===== src/rtl/stw_seq_pkg.sv =====
// STW test sequencer shared types and constants.
// Provides the FSM state enum, fixed test vectors and LFSR defaults.
package stw_seq_pkg;

   typedef enum logic [2:0] {
      S_IDLE,
      S_LOAD,
      S_START,
      S_WAIT_ACK,
      S_WAIT_DONE,
      S_CAPTURE,
      S_NEXT,
      S_FINISH
   } state_e;

   localparam logic [15:0] DEF_LFSR_SEED = 16'hACE1;
   localparam logic [15:0] DEF_LFSR_TAPS = 16'hB400;
   localparam int          NUM_FIXED_VEC = 4;

   // Fixed vectors are built 64 bits wide and cut to ws bits by the caller.
   function automatic logic [63:0] ones_w(input int ws);
      return (ws >= 64) ? '1 : ((64'd1 << ws) - 64'd1);
   endfunction

   function automatic logic [63:0] fixed_op1(input int idx, input int ws);
      logic [63:0] v;
      case (idx)
         1:       v = ones_w(ws);
         2:       v = 64'h5555_5555_5555_5555 & ones_w(ws);
         3:       v = 64'd2;
         default: v = '0;
      endcase
      return v;
   endfunction

   function automatic logic [63:0] fixed_op2(input int idx, input int ws);
      logic [63:0] v;
      case (idx)
         1, 2:    v = 64'd1;
         3:       v = 64'd2 & ones_w(ws);
         default: v = '0;
      endcase
      return v;
   endfunction

   function automatic logic [63:0] fixed_add(input int idx, input int ws);
      logic [63:0] v;
      case (idx)
         2:       v = 64'hAAAA_AAAA_AAAA_AAAA & ones_w(ws);
         3:       v = ones_w(ws);
         default: v = '0;
      endcase
      return v;
   endfunction

endpackage


===== src/rtl/stw_test_sequencer_lfsr.sv =====
// Galois LFSR used for the pseudo-random STW vectors.
// Ports: clk, rst (sync, high), load (to SEED), step, q (state), nxt (next).
module stw_lfsr #(
   parameter int                   WORD_SIZE = 16,
   parameter logic [WORD_SIZE-1:0] SEED      = '1,
   parameter logic [WORD_SIZE-1:0] TAPS      = '0
) (
   input  logic                 clk,
   input  logic                 rst,
   input  logic                 load,
   input  logic                 step,
   output logic [WORD_SIZE-1:0] q,
   output logic [WORD_SIZE-1:0] nxt
);

   logic [WORD_SIZE-1:0] lfsr_q, lfsr_d;

   assign nxt = (lfsr_q >> 1) ^ (lfsr_q[0] ? TAPS : '0);
   assign q   = lfsr_q;

   always_comb begin
      lfsr_d = lfsr_q;
      if (load)      lfsr_d = SEED;
      else if (step) lfsr_d = nxt;
   end

   always_ff @(posedge clk) begin
      if (rst) lfsr_q <= SEED;
      else     lfsr_q <= lfsr_d;
   end

endmodule


===== src/rtl/stw_test_sequencer.sv =====
// Applies fixed and LFSR STW vectors to NUM_PE PEs and builds a fault map.
// Ports: clk/rst, test_req/pe_mask in, busy/done status, stw_* vector and
// handshake bus to the PEs, fault_map/fault_any/timeout_err results.
module stw_test_sequencer
   import stw_seq_pkg::*;
#(
   parameter int          WORD_SIZE      = 16,
   parameter int          NUM_PE         = 4,
   parameter int          NUM_LFSR_VEC   = 4,
   parameter logic [15:0] LFSR_SEED      = DEF_LFSR_SEED,
   parameter logic [15:0] LFSR_TAPS      = DEF_LFSR_TAPS,
   parameter int          TIMEOUT_CYCLES = 15
) (
   input  logic                 clk,
   input  logic                 rst,
   input  logic                 test_req,
   input  logic [NUM_PE-1:0]    pe_mask,
   output logic                 busy,
   output logic                 done,
   output logic                 stw_test_load_en,
   output logic [WORD_SIZE-1:0] stw_mult_op1,
   output logic [WORD_SIZE-1:0] stw_mult_op2,
   output logic [WORD_SIZE-1:0] stw_add_op,
   output logic [WORD_SIZE-1:0] stw_expected,
   output logic [NUM_PE-1:0]    stw_start,
   input  logic [NUM_PE-1:0]    stw_complete_in,
   input  logic [NUM_PE-1:0]    stw_result_in,
   output logic [NUM_PE-1:0]    fault_map,
   output logic                 fault_any,
   output logic                 timeout_err
);

   localparam int W       = WORD_SIZE;
   localparam int NUM_VEC = NUM_FIXED_VEC + NUM_LFSR_VEC;
   localparam int VW      = $clog2(NUM_VEC);
   localparam int TW      = $clog2(TIMEOUT_CYCLES + 1);

   state_e            state_q, state_d;
   logic [VW-1:0]     vec_q, vec_d, nidx;
   logic [TW-1:0]     timer_q, timer_d;
   logic [NUM_PE-1:0] mask_q, mask_d;
   logic [NUM_PE-1:0] ack_q, ack_d;
   logic [NUM_PE-1:0] fault_q, fault_d;
   logic [NUM_PE-1:0] start_q, start_d;
   logic              fault_any_q, fault_any_d;
   logic              terr_q, terr_d;
   logic              busy_q, busy_d;
   logic              done_q, done_d;
   logic              load_q, load_d;
   logic [W-1:0]      op1_q, op1_d;
   logic [W-1:0]      op2_q, op2_d;
   logic [W-1:0]      add_q, add_d;
   logic [W-1:0]      lfsr_q, lfsr_nxt, lval;
   logic              lfsr_load, lfsr_step;
   logic              timed_out;

   stw_lfsr #(
      .WORD_SIZE (W),
      .SEED      (W'(LFSR_SEED)),
      .TAPS      (W'(LFSR_TAPS))
   ) u_lfsr (
      .clk  (clk),
      .rst  (rst),
      .load (lfsr_load),
      .step (lfsr_step),
      .q    (lfsr_q),
      .nxt  (lfsr_nxt)
   );

   assign timed_out = (timer_q == TW'(TIMEOUT_CYCLES));

   always_comb begin
      state_d   = state_q;
      vec_d     = vec_q;
      timer_d   = timer_q;
      mask_d    = mask_q;
      ack_d     = ack_q;
      fault_d   = fault_q;
      terr_d    = terr_q;
      busy_d    = busy_q;
      done_d    = 1'b0;
      load_d    = 1'b0;
      start_d   = '0;
      op1_d     = op1_q;
      op2_d     = op2_q;
      add_d     = add_q;
      lfsr_load = 1'b0;
      lfsr_step = 1'b0;
      nidx      = vec_q + VW'(1);
      // The vector after an LFSR vector uses the stepped value.
      lval = (int'(vec_q) >= NUM_FIXED_VEC) ? lfsr_nxt : lfsr_q;

      unique case (state_q)
         S_IDLE: begin
            if (test_req) begin
               mask_d    = pe_mask;
               fault_d   = '0;
               terr_d    = 1'b0;
               vec_d     = '0;
               lfsr_load = 1'b1;
               if (pe_mask == '0) begin
                  done_d  = 1'b1;
                  state_d = S_FINISH;
               end else begin
                  busy_d  = 1'b1;
                  load_d  = 1'b1;
                  op1_d   = W'(fixed_op1(0, W));
                  op2_d   = W'(fixed_op2(0, W));
                  add_d   = W'(fixed_add(0, W));
                  state_d = S_LOAD;
               end
            end
         end
         S_LOAD: begin
            start_d = mask_q;
            state_d = S_START;
         end
         S_START: begin
            timer_d = '0;
            ack_d   = '0;
            state_d = S_WAIT_ACK;
         end
         S_WAIT_ACK: begin
            // Remember each ack so a PE that already went high
            // again is not blamed when a sibling times out.
            ack_d = ack_q | (mask_q & ~stw_complete_in);
            if (ack_d == mask_q) begin
               timer_d = '0;
               state_d = S_WAIT_DONE;
            end else if (timed_out) begin
               fault_d = fault_q | (mask_q & ~ack_d);
               terr_d  = 1'b1;
               state_d = S_CAPTURE;
            end else begin
               timer_d = timer_q + TW'(1);
            end
         end
         S_WAIT_DONE: begin
            if ((mask_q & ~stw_complete_in) == '0) begin
               state_d = S_CAPTURE;
            end else if (timed_out) begin
               fault_d = fault_q | (mask_q & ~stw_complete_in);
               terr_d  = 1'b1;
               state_d = S_CAPTURE;
            end else begin
               timer_d = timer_q + TW'(1);
            end
         end
         S_CAPTURE: begin
            fault_d = fault_q | (mask_q & ~stw_result_in);
            state_d = S_NEXT;
         end
         S_NEXT: begin
            if (vec_q == VW'(NUM_VEC - 1)) begin
               busy_d  = 1'b0;
               done_d  = 1'b1;
               state_d = S_FINISH;
            end else begin
               vec_d     = nidx;
               lfsr_step = (int'(vec_q) >= NUM_FIXED_VEC);
               load_d    = 1'b1;
               state_d   = S_LOAD;
               if (int'(nidx) < NUM_FIXED_VEC) begin
                  op1_d = W'(fixed_op1(int'(nidx), W));
                  op2_d = W'(fixed_op2(int'(nidx), W));
                  add_d = W'(fixed_add(int'(nidx), W));
               end else begin
                  op1_d = lval;
                  op2_d = {lval[W-2:0], lval[W-1]};
                  add_d = ~lval;
               end
            end
         end
         S_FINISH: begin
            state_d = S_IDLE;
         end
         default: state_d = S_IDLE;
      endcase

      fault_any_d = |fault_d;
   end

   always_ff @(posedge clk) begin
      if (rst) begin
         state_q     <= S_IDLE;
         vec_q       <= '0;
         timer_q     <= '0;
         mask_q      <= '0;
         ack_q       <= '0;
         fault_q     <= '0;
         fault_any_q <= 1'b0;
         terr_q      <= 1'b0;
         busy_q      <= 1'b0;
         done_q      <= 1'b0;
         load_q      <= 1'b0;
         start_q     <= '0;
         op1_q       <= '0;
         op2_q       <= '0;
         add_q       <= '0;
      end else begin
         state_q     <= state_d;
         vec_q       <= vec_d;
         timer_q     <= timer_d;
         mask_q      <= mask_d;
         ack_q       <= ack_d;
         fault_q     <= fault_d;
         fault_any_q <= fault_any_d;
         terr_q      <= terr_d;
         busy_q      <= busy_d;
         done_q      <= done_d;
         load_q      <= load_d;
         start_q     <= start_d;
         op1_q       <= op1_d;
         op2_q       <= op2_d;
         add_q       <= add_d;
      end
   end

   assign busy             = busy_q;
   assign done             = done_q;
   assign stw_test_load_en = load_q;
   assign stw_mult_op1     = op1_q;
   assign stw_mult_op2     = op2_q;
   assign stw_add_op       = add_q;
   assign stw_expected     = op1_q * op2_q + add_q;
   assign stw_start        = start_q;
   assign fault_map        = fault_q;
   assign fault_any        = fault_any_q;
   assign timeout_err      = terr_q;

endmodule


===== config.mk =====
export PLATFORM = sky130hd
export DESIGN_NAME = stw_test_sequencer
export DESIGN_NICKNAME = d
export VERILOG_FILES = /design/src/rtl/stw_seq_pkg.sv /design/src/rtl/stw_test_sequencer_lfsr.sv /design/src/rtl/stw_test_sequencer.sv
export SDC_FILE = /design/constraint.sdc
export NUM_CORES = 1
export LEC_CHECK = 0
export ABC_AREA = 1
export BUFFER_PORTS_ARGS = -buffer_cell sky130_fd_sc_hd__buf_2
export CAP_MARGIN = 20
export CORE_ASPECT_RATIO = 2
export CORE_MARGIN = 2
export CORE_UTILIZATION = 61
export DETAILED_ROUTE_END_ITERATION = 10
export GPL_TIMING_DRIVEN = 0
export PLACE_DENSITY = 0.9
export SLEW_MARGIN = 20
export SYNTH_ARGS = -nofsm -noshare
export SYNTH_HDL_FRONTEND = slang
export SYNTH_SLANG_ARGS = --single-unit
export TNS_END_PERCENT = 10

===== constraint.sdc =====
create_clock -name clk -period 6.1 [get_ports clk]
set_input_delay 0.61 -clock clk [delete_from_list [all_inputs] [get_ports clk]]
set_output_delay 0.61 -clock clk [all_outputs]
set_load 0.1 [all_outputs]

==> flow_summary.yaml, run 1 <==
floorplan:
  io-pin-count: 92
  coreArea_um2: 14400
  initial_core_util_pct: 62.6
  die_h_um: 176
  fp.dieArea_um2: 15800
  die_w_um: 89.8
  rows: 62
synth:
  synth.ff_latch_count: 95
  synth_ff_type: "dfxtp_1"
  synth_area_per_cell_um2: 7.10
  synth_top_family_by_area: "adder cells"
  synthAdderAreaFrac_pct: 29.7
  syn-num-nets: 1439
  synth.top_cell.area_share_pct: 21.2
  synth.area.mux_share_pct: 0.111
  synth_area_leaders: "dfxtp_1, fa_1, nand2_1"
  yosysUniqueCellTypes: 40
  synthCells: 1267
  yosys.area.top_type: "dfxtp_1"
  synth_area_um2: 8990
  ys_warn_count: 0
  synth_compound_area_share_pct: 12.0
  synthArstFlopShare_pct: 0
  synth-simple-area-share_pct: 20.0
  synth-edff-count: 0
  synth-xor-area-share_pct: 1.56
  ys_seq_area_share_pct: 21.2
finish:
  syn_to_final_growth_pct: 16.2
  seqCellArea_um2: 1970
  fin_util_pct: 72.8
  nets: 1539
  drive_gt1_share_pct: 16.0
  multi_input_area_um2: 5960
  fin_cells: 1564
  n_antenna_cell: 0
  fill_cells: 1077
timing:
  period_minus_slack_ns: 6.20
  finalMaxSlewViolations: 0
  fmax_mhz: 161
  worst_slew_pin_slew_ns: 0.887
  fin_crit_sh_pct: 102
  rsz0062_at_grt: "true"
  fin_worst_hold_slack_ns: 0.467
  setup_viol: 4
  fin_tns_setup_ns: -0.280
  finClkSkew_ns: 0.00719
  hold_viol: 0
  finalWorstSetupSlack_ns: -0.0951
  slew_headroom_pct: 40.2
critical_path:
  cp.required_ns: 5.49
  critical-path-slowest-cell: "fa_1"
  cp_max_fo: 10
  start_kind: "flop"
  cp_top_family: "adder cells"
  critical_path_class: "flop to primary output"
  crit_chain: "clkbuf_8 -> nand2_1 -> inv_1 -> fa_1 -> inv_1 -> fa_1 -> inv_1 -> ha_1 -> fa_1 -> fa_1 -> inv_1 -> fa_1 -> inv_1 -> ha_2 -> nand2_1 -> nor2_1 -> a21oi_2 -> o21bai_1 -> a21oi_2 -> xor2_4 -> buf_12"
  critPathCaptureType: "primary output"
  arrival_ns: 5.59
  path_buf_inv: 7
  cpPeakStageDelay_ns: 0.56
global_route:
  grt_use_total_pct: 35.1
  grt_start_max_net_pins: 16
  antenna_found_initial: 0
  grt_pass1_vias: 9177
  grt-ovfl-total: 0
  grt_pass1_wl_mm: 43.4
route:
  drt_iter0_drc: 547
  vias_per_cell: 5.53
  wire_per_inst_um: 17.7
  drcViolationCount: 0
  routed_wl_mm: 27.7
  drt.antenna.violating_nets: 0
  vias: 8647
  firstDrtPassIters: 7
clocking:
  cts_tree: "yes"
  cts_hold_buf: 0
  clockBufferDepth: 2
  clock_latency_ns: 0.35
  cts_buffers: 9
  clk_pin_slew_worst_paths_ns: 0.06
  htreeDepth: 3
  root_buffer: "clkbuf_16"
  cts.sinks: 95
pwr:
  ir_drop_mv: 0.309
  total_leakage_power_nw: 5.58
  power_density_nw_per_um2: 211
place:
  hpwl_mm: 22.0
  port_buffers: 91
  gp_congestion: 1.02
  placed_cells: 1550
outcome:
  violations: "negative setup slack"
  outcome: "finished, violations left"
min_path:
  hold_class: "flop to flop"
flow_run:
  drv_cap: 0
-- cells in the mapped netlist (3+ instances only) --
cell type and n:
nand2_1 329, inv_1 303, dfxtp_1 95, fa_1 94
a21oi_1 92, o21ai_0 66, ha_1 63, nor2_1 48
nand3_1 45, clkbuf_1 34, a211oi_1 12, xor2_1 12
buf_2 11, nor3_1 6, nand4_1 5, or2_2 5
a2bb2oi_1 4, xnor2_1 4, a211oi_2 3, inv_2 3
nand2_2 3, nor2_2 3, o2111ai_1 3, o211ai_1 3
-- flip-flops by register name (all words and copies together) (netlist names) --
name / flops
busy: 1
stw_test_load_en: 1
state_q: 3
stw_start: 4
mask_q: 4
vec_q: 3
timeout_err: 1
done: 1
fault_any: 1
timer_q: 4
stw_mult_op2: 16
ack_q: 4
u_lfsr.q: 16
stw_add_op: 16
stw_mult_op1: 16
fault_map: 4
-- worst register-to-register path: stages (launching register included) --
cell and delay (ns):
dfxtp_1 0.36, ha_1 0.18, inv_1 0.05, ha_1 0.39, inv_1 0.15, nor2_1 0.22, inv_1 0.09, o21ai_0 0.63
inv_1 0.17, o21ai_0 0.26, a211oi_2 0.14
-- area by class of cell --
class	instances	area share [%]
Clock buffer	11	2.23
Multi-Input combinational cell	813	57.1
Tap cell	192	2.30
Sequential cell	95	18.8
Clock inverter	5	0.252
Timing Repair Buffer	103	5.82
Buffer	37	2.36
Inverter	308	11.1
-- where the power goes --
| group | total, mW | switching [mW] | internal, mW |
|---|---|---|---|
| logic | 0.964 | 0.735 | 0.229 |
| registers | 0.729 | 0.0633 | 0.665 |
| clock network | 0.509 | 0.236 | 0.273 |
| total | 2.20 | 1.03 | 1.17 |
-- routing by layer --
| layer | GRT usage, % | vias to the layer above | routed length (µm) |
|---|---|---|---|
| li1 | - | 4017 | - |
| met1 | 30.3 | 4044 | 8430 |
| met2 | 68.0 | 415 | 15000 |
| met3 | 4.59 | 171 | 1380 |
| met4 | 32.2 | 0 | 2850 |
| met5 | 0 | - | 0 |
-- logic make-up (layout without fill, tap and decap cells) --
logic type / after synthesis / in the layout
xor gates and xnor gates: 16 / 16
AOI/OAI and AO/OA: 192 / 192
DFF: 95 / 95
muxes: 1 / 1
and+or+nand+nor: 447 / 447
buffers and inverters: 359 / 464
adders and majority gates: 157 / 157
-- what timing repair did --
action | in CTS | in global routing
buffers inserted | 0 | 12
pin swaps | 10 | 17
resized for setup | 54 | 32
setup endpoints to repair | 9 | 7
-- layout by cell type, fill, tap and decap left out, drive strengths merged --
cell / instances
inv: 307
clkinv: 6
nand3: 45
ha: 63
nand2: 333
fa: 94
nand4: 5
a21oi: 92
o21bai: 2
or2: 5
o31ai: 1
o211ai: 3
buf: 118
dfxtp: 95
nor3: 6
o21ai: 67
clkbuf: 33
nor2: 51
xor2: 12
o2111ai: 3
o311ai: 1
xnor2: 4
a211oi: 15
a311oi: 1
a2bb2oi: 4
nand3b: 2
mux2i: 1
o21a: 2
a31o: 1
-- final timing paths --
check,startpoint,endpoint,slack [ns],depth (start not counted)
setup reg to reg,vec_q[1],stw_add_op[15],3.31,10
hold / removal,timeout_err,timeout_err,0.47,1
setup / recovery,stw_mult_op1[4],stw_expected[12],-0.1,21
hold reg to reg,timeout_err,timeout_err,0.47,1
-- stage by stage --
step	power [mW]	instance area [µm²]	setup slack (ns)
final	2.20	10400	-0.0951
after CTS	2.16	10300	0.00220
after detailed placement	1.64	9880	-0.686
after global routing	2.28	10400	-0.260
after floorplan	1.44	9180	-0.0313
after global placement	1.63	9880	-0.588
Note: power is estimated with default switching activity, not from simulation.
==> run 2, diff against run 1 <==
--- a/config.mk
+++ b/config.mk
@@ -8,14 +8,17 @@
 export ABC_AREA = 1
 export BUFFER_PORTS_ARGS = -buffer_cell sky130_fd_sc_hd__buf_2
 export CAP_MARGIN = 20
+export CELL_PAD_IN_SITES_DETAIL_PLACEMENT = 1
+export CELL_PAD_IN_SITES_GLOBAL_PLACEMENT = 2
 export CORE_ASPECT_RATIO = 2
 export CORE_MARGIN = 2
-export CORE_UTILIZATION = 61
+export CORE_UTILIZATION = 35
 export DETAILED_ROUTE_END_ITERATION = 10
 export GPL_TIMING_DRIVEN = 0
 export PLACE_DENSITY = 0.9
 export SLEW_MARGIN = 20
 export SYNTH_ARGS = -nofsm -noshare
 export SYNTH_HDL_FRONTEND = slang
+export SYNTH_HIERARCHICAL = 1
 export SYNTH_SLANG_ARGS = --single-unit
 export TNS_END_PERCENT = 10
==> flow_summary.yaml, run 2 <==
floorplan:
  fp.dieArea_um2: 27400
  coreArea_um2: 25700
  initial_core_util_pct: 35.4
  io-pin-count: 92
  die_w_um: 118
  rows: 83
  die_h_um: 232
clocking:
  root_buffer: "clkbuf_16"
  cts_tree: "yes"
  clk_pin_slew_worst_paths_ns: 0.07
  htreeDepth: 3
  cts.sinks: 95
  cts_buffers: 9
  clock_latency_ns: 0.36
  clockBufferDepth: 2
synth:
  synthCells: 1263
  synth.ff_latch_count: 95
  ys_top_cells_by_count: "nand2_1, inv_1, dfxtp_1, fa_1, nor2_1"
  syn-num-nets: 1435
  synth-xor-area-share_pct: 1.73
  synth-simple-area-share_pct: 21.0
  yosys.area.top_type: "dfxtp_1"
  synth.area.mux_share_pct: 0.220
  synthAdderAreaFrac_pct: 29.4
  yosysUniqueCellTypes: 41
  synth_ff_type: "dfxtp_1"
  ys_seq_area_share_pct: 20.9
  synthArstFlopShare_pct: 0
  synth_compound_area_share_pct: 11.1
  synth.top_cell.area_share_pct: 20.9
  synth-edff-count: 0
  ys_warn_count: 6
  synth_area_um2: 9090
  synth_area_per_cell_um2: 7.20
  synth_area_leaders: "dfxtp_1, fa_1, nand2_1"
  synth_top_family_by_area: "adder cells"
  synth.most_common_cell: "nand2_1"
critical_path:
  cp.required_ns: 5.49
  arrival_ns: 5.48
  worstReg2RegEnd: "stw_add_op[1]"
  critical_path_class: "flop to primary output"
  reg2reg_from: "vec_q[1]"
  start_kind: "flop"
  r2r_cells: 9
  cp_max_fo: 5
  reg2reg_setup_slack_ns: 3.54
  critPathCaptureType: "primary output"
finish:
  syn_to_final_growth_pct: 22.6
  fin_cells: 1734
  final_area_um2: 11100
  fill_cells: 3278
  fin_util_pct: 43.5
  final_common_cell: "nand2_1"
  drive_gt1_share_pct: 21.0
  nets: 1560
  final_cell_mix: "nand2_1, inv_1, buf_2"
outcome:
  outcome: "finished clean"
route:
  drcViolationCount: 0
  firstDrtPassIters: 4
  drt_iter0_drc: 302
  drt.antenna.violating_nets: 0
  routed_wl_mm: 32.2
  vias: 8520
  wire_per_inst_um: 18.6
  vias_per_cell: 4.91
timing:
  finClkSkew_ns: 0.00709
  finalWorstSetupSlack_ns: 0.00703
  slew_headroom_pct: 47.1
  rsz0062_at_grt: "true"
  worst_slew_pin_slew_ns: 0.794
  fin_tns_setup_ns: 0
  finalMaxSlewViolations: 0
  fmax_mhz: 164
  setup_viol: 0
  fin_crit_sh_pct: 99.9
  hold_viol: 0
  period_minus_slack_ns: 6.09
place:
  hpwl_mm: 26.6
  placed_cells: 1694
  port_buffers: 91
  place_ws_ns: -0.902
  placed_area_um2: 10100
  gp_congestion: 0.969
global_route:
  met3_usage_pct: 2.41
  grt_util_met1_pct: 19.9
  grt-ovfl-total: 0
  grt_pass1_wl_mm: 49.4
  busiest_layer: "met2"
  grt_use_total_pct: 23.4
  use_met2_pct: 49.6
  grt_start_max_net_pins: 17
  antenna_found_initial: 0
  grt_pass1_vias: 9329
pwr:
  total_leakage_power_nw: 5.85
  power_density_nw_per_um2: 270
  ir_drop_mv: 0.196
min_path:
  hold_end: "ack_q[2]"
  hp-start: "ack_q[2]"
  hold_path_depth: 2
  hold_class: "flop to flop"
flow_run:
  drv_cap: 0
## run 2: cell count changes after synthesis, sizes merged, moves of 6 or more
cell    change
nor2       +36
inv        -24
nand2      -22
buf        +17
a21oi      -11
o21ai      -11
nand3       -9
nand4       +7
nor3        +6
o21bai      +6
## run 2: repair_timing
| item | CTS | global route |
|---|---|---|
| buffers inserted | 4 | 30 |
| hold buffers | 0 | 0 |
| gates cloned | 0 | 1 |
| resized for setup | 84 | 64 |
| setup endpoints to repair | 9 | 7 |
| pin swaps | 12 | 42 |
## run 2: cell type report
cell class / instances / area (µm²) / area share [%]
repair buffers: 126 / 811 / 7.27
clock buffers: 9 / 225 / 2.02
well taps: 340 / 425 / 3.82
diodes: 1 / 2.50 / 0.0225
inverters: 284 / 1080 / 9.67
clock inverters: 7 / 119 / 1.07
plain buffers: 54 / 420 / 3.77
flip-flops and latches: 95 / 1970 / 17.7
multi-input cells: 818 / 6090 / 54.7
## run 2: kinds of logic after synthesis
| group | count (synthesis) |
|---|---|
| mux | 2 |
| simple gates | 466 |
| xor+xnor | 18 |
| fa+ha+maj | 157 |
| buf+inv | 350 |
| flops | 95 |
| compound gates | 175 |
## run 2: layer usage
| layer | routed length, µm | vias to the layer above |
|---|---|---|
| met4 | 2310 | 0 |
| li1 | - | 4064 |
| met2 | 19100 | 149 |
| met3 | 642 | 99 |
| met1 | 10200 | 4208 |
| met5 | 0 | - |
## run 2: per-stage QoR
stage | total power [mW] | hold slack (ns)
global route | 3.14 | 0.498
detailed placement | 2.17 | 0.458
CTS | 2.94 | 0.476
finish | 3.01 | 0.471
floorplan | 1.84 | 0.437
global placement | 2.14 | 0.448
## run 2: worst max-delay path: stages, from the launching register on
cell and delay [ns]:
dfxtp_4 0.43, clkbuf_16 0.18, nand2_1 0.07, fa_1 0.54, fa_2 0.60, fa_1 0.44
fa_1 0.50, fa_1 0.52, fa_1 0.50, inv_1 0.06, ha_4 0.28, a21oi_1 0.33
o2111ai_4 0.21, xor2_4 0.24, buf_12 0.20
## run 2: how the worst max path moves through the flow
| stage | start | end | slack (ns) |
|---|---|---|---|
| floorplan | stw_mult_op1[12] | stw_expected[14] | -0.36 |
| global route | stw_mult_op1[5] | stw_expected[14] | -0.12 |
| finish | stw_mult_op2[1] | stw_expected[14] | 0.007 |
| detailed placement | stw_mult_op2[1] | stw_expected[15] | -0.90 |
| CTS | stw_mult_op2[4] | stw_expected[14] | -0.07 |
| global placement | stw_mult_op1[1] | stw_expected[15] | -0.90 |
## run 2: power by group
| part | switching (mW) | internal, mW | leakage (nW) | total [mW] |
|---|---|---|---|---|
| registers | 0.0816 | 0.674 | 0.789 | 0.755 |
| logic | 1.16 | 0.430 | 4.90 | 1.59 |
| clock network | 0.262 | 0.401 | 0.162 | 0.663 |
| total | 1.50 | 1.51 | 5.85 | 3.01 |
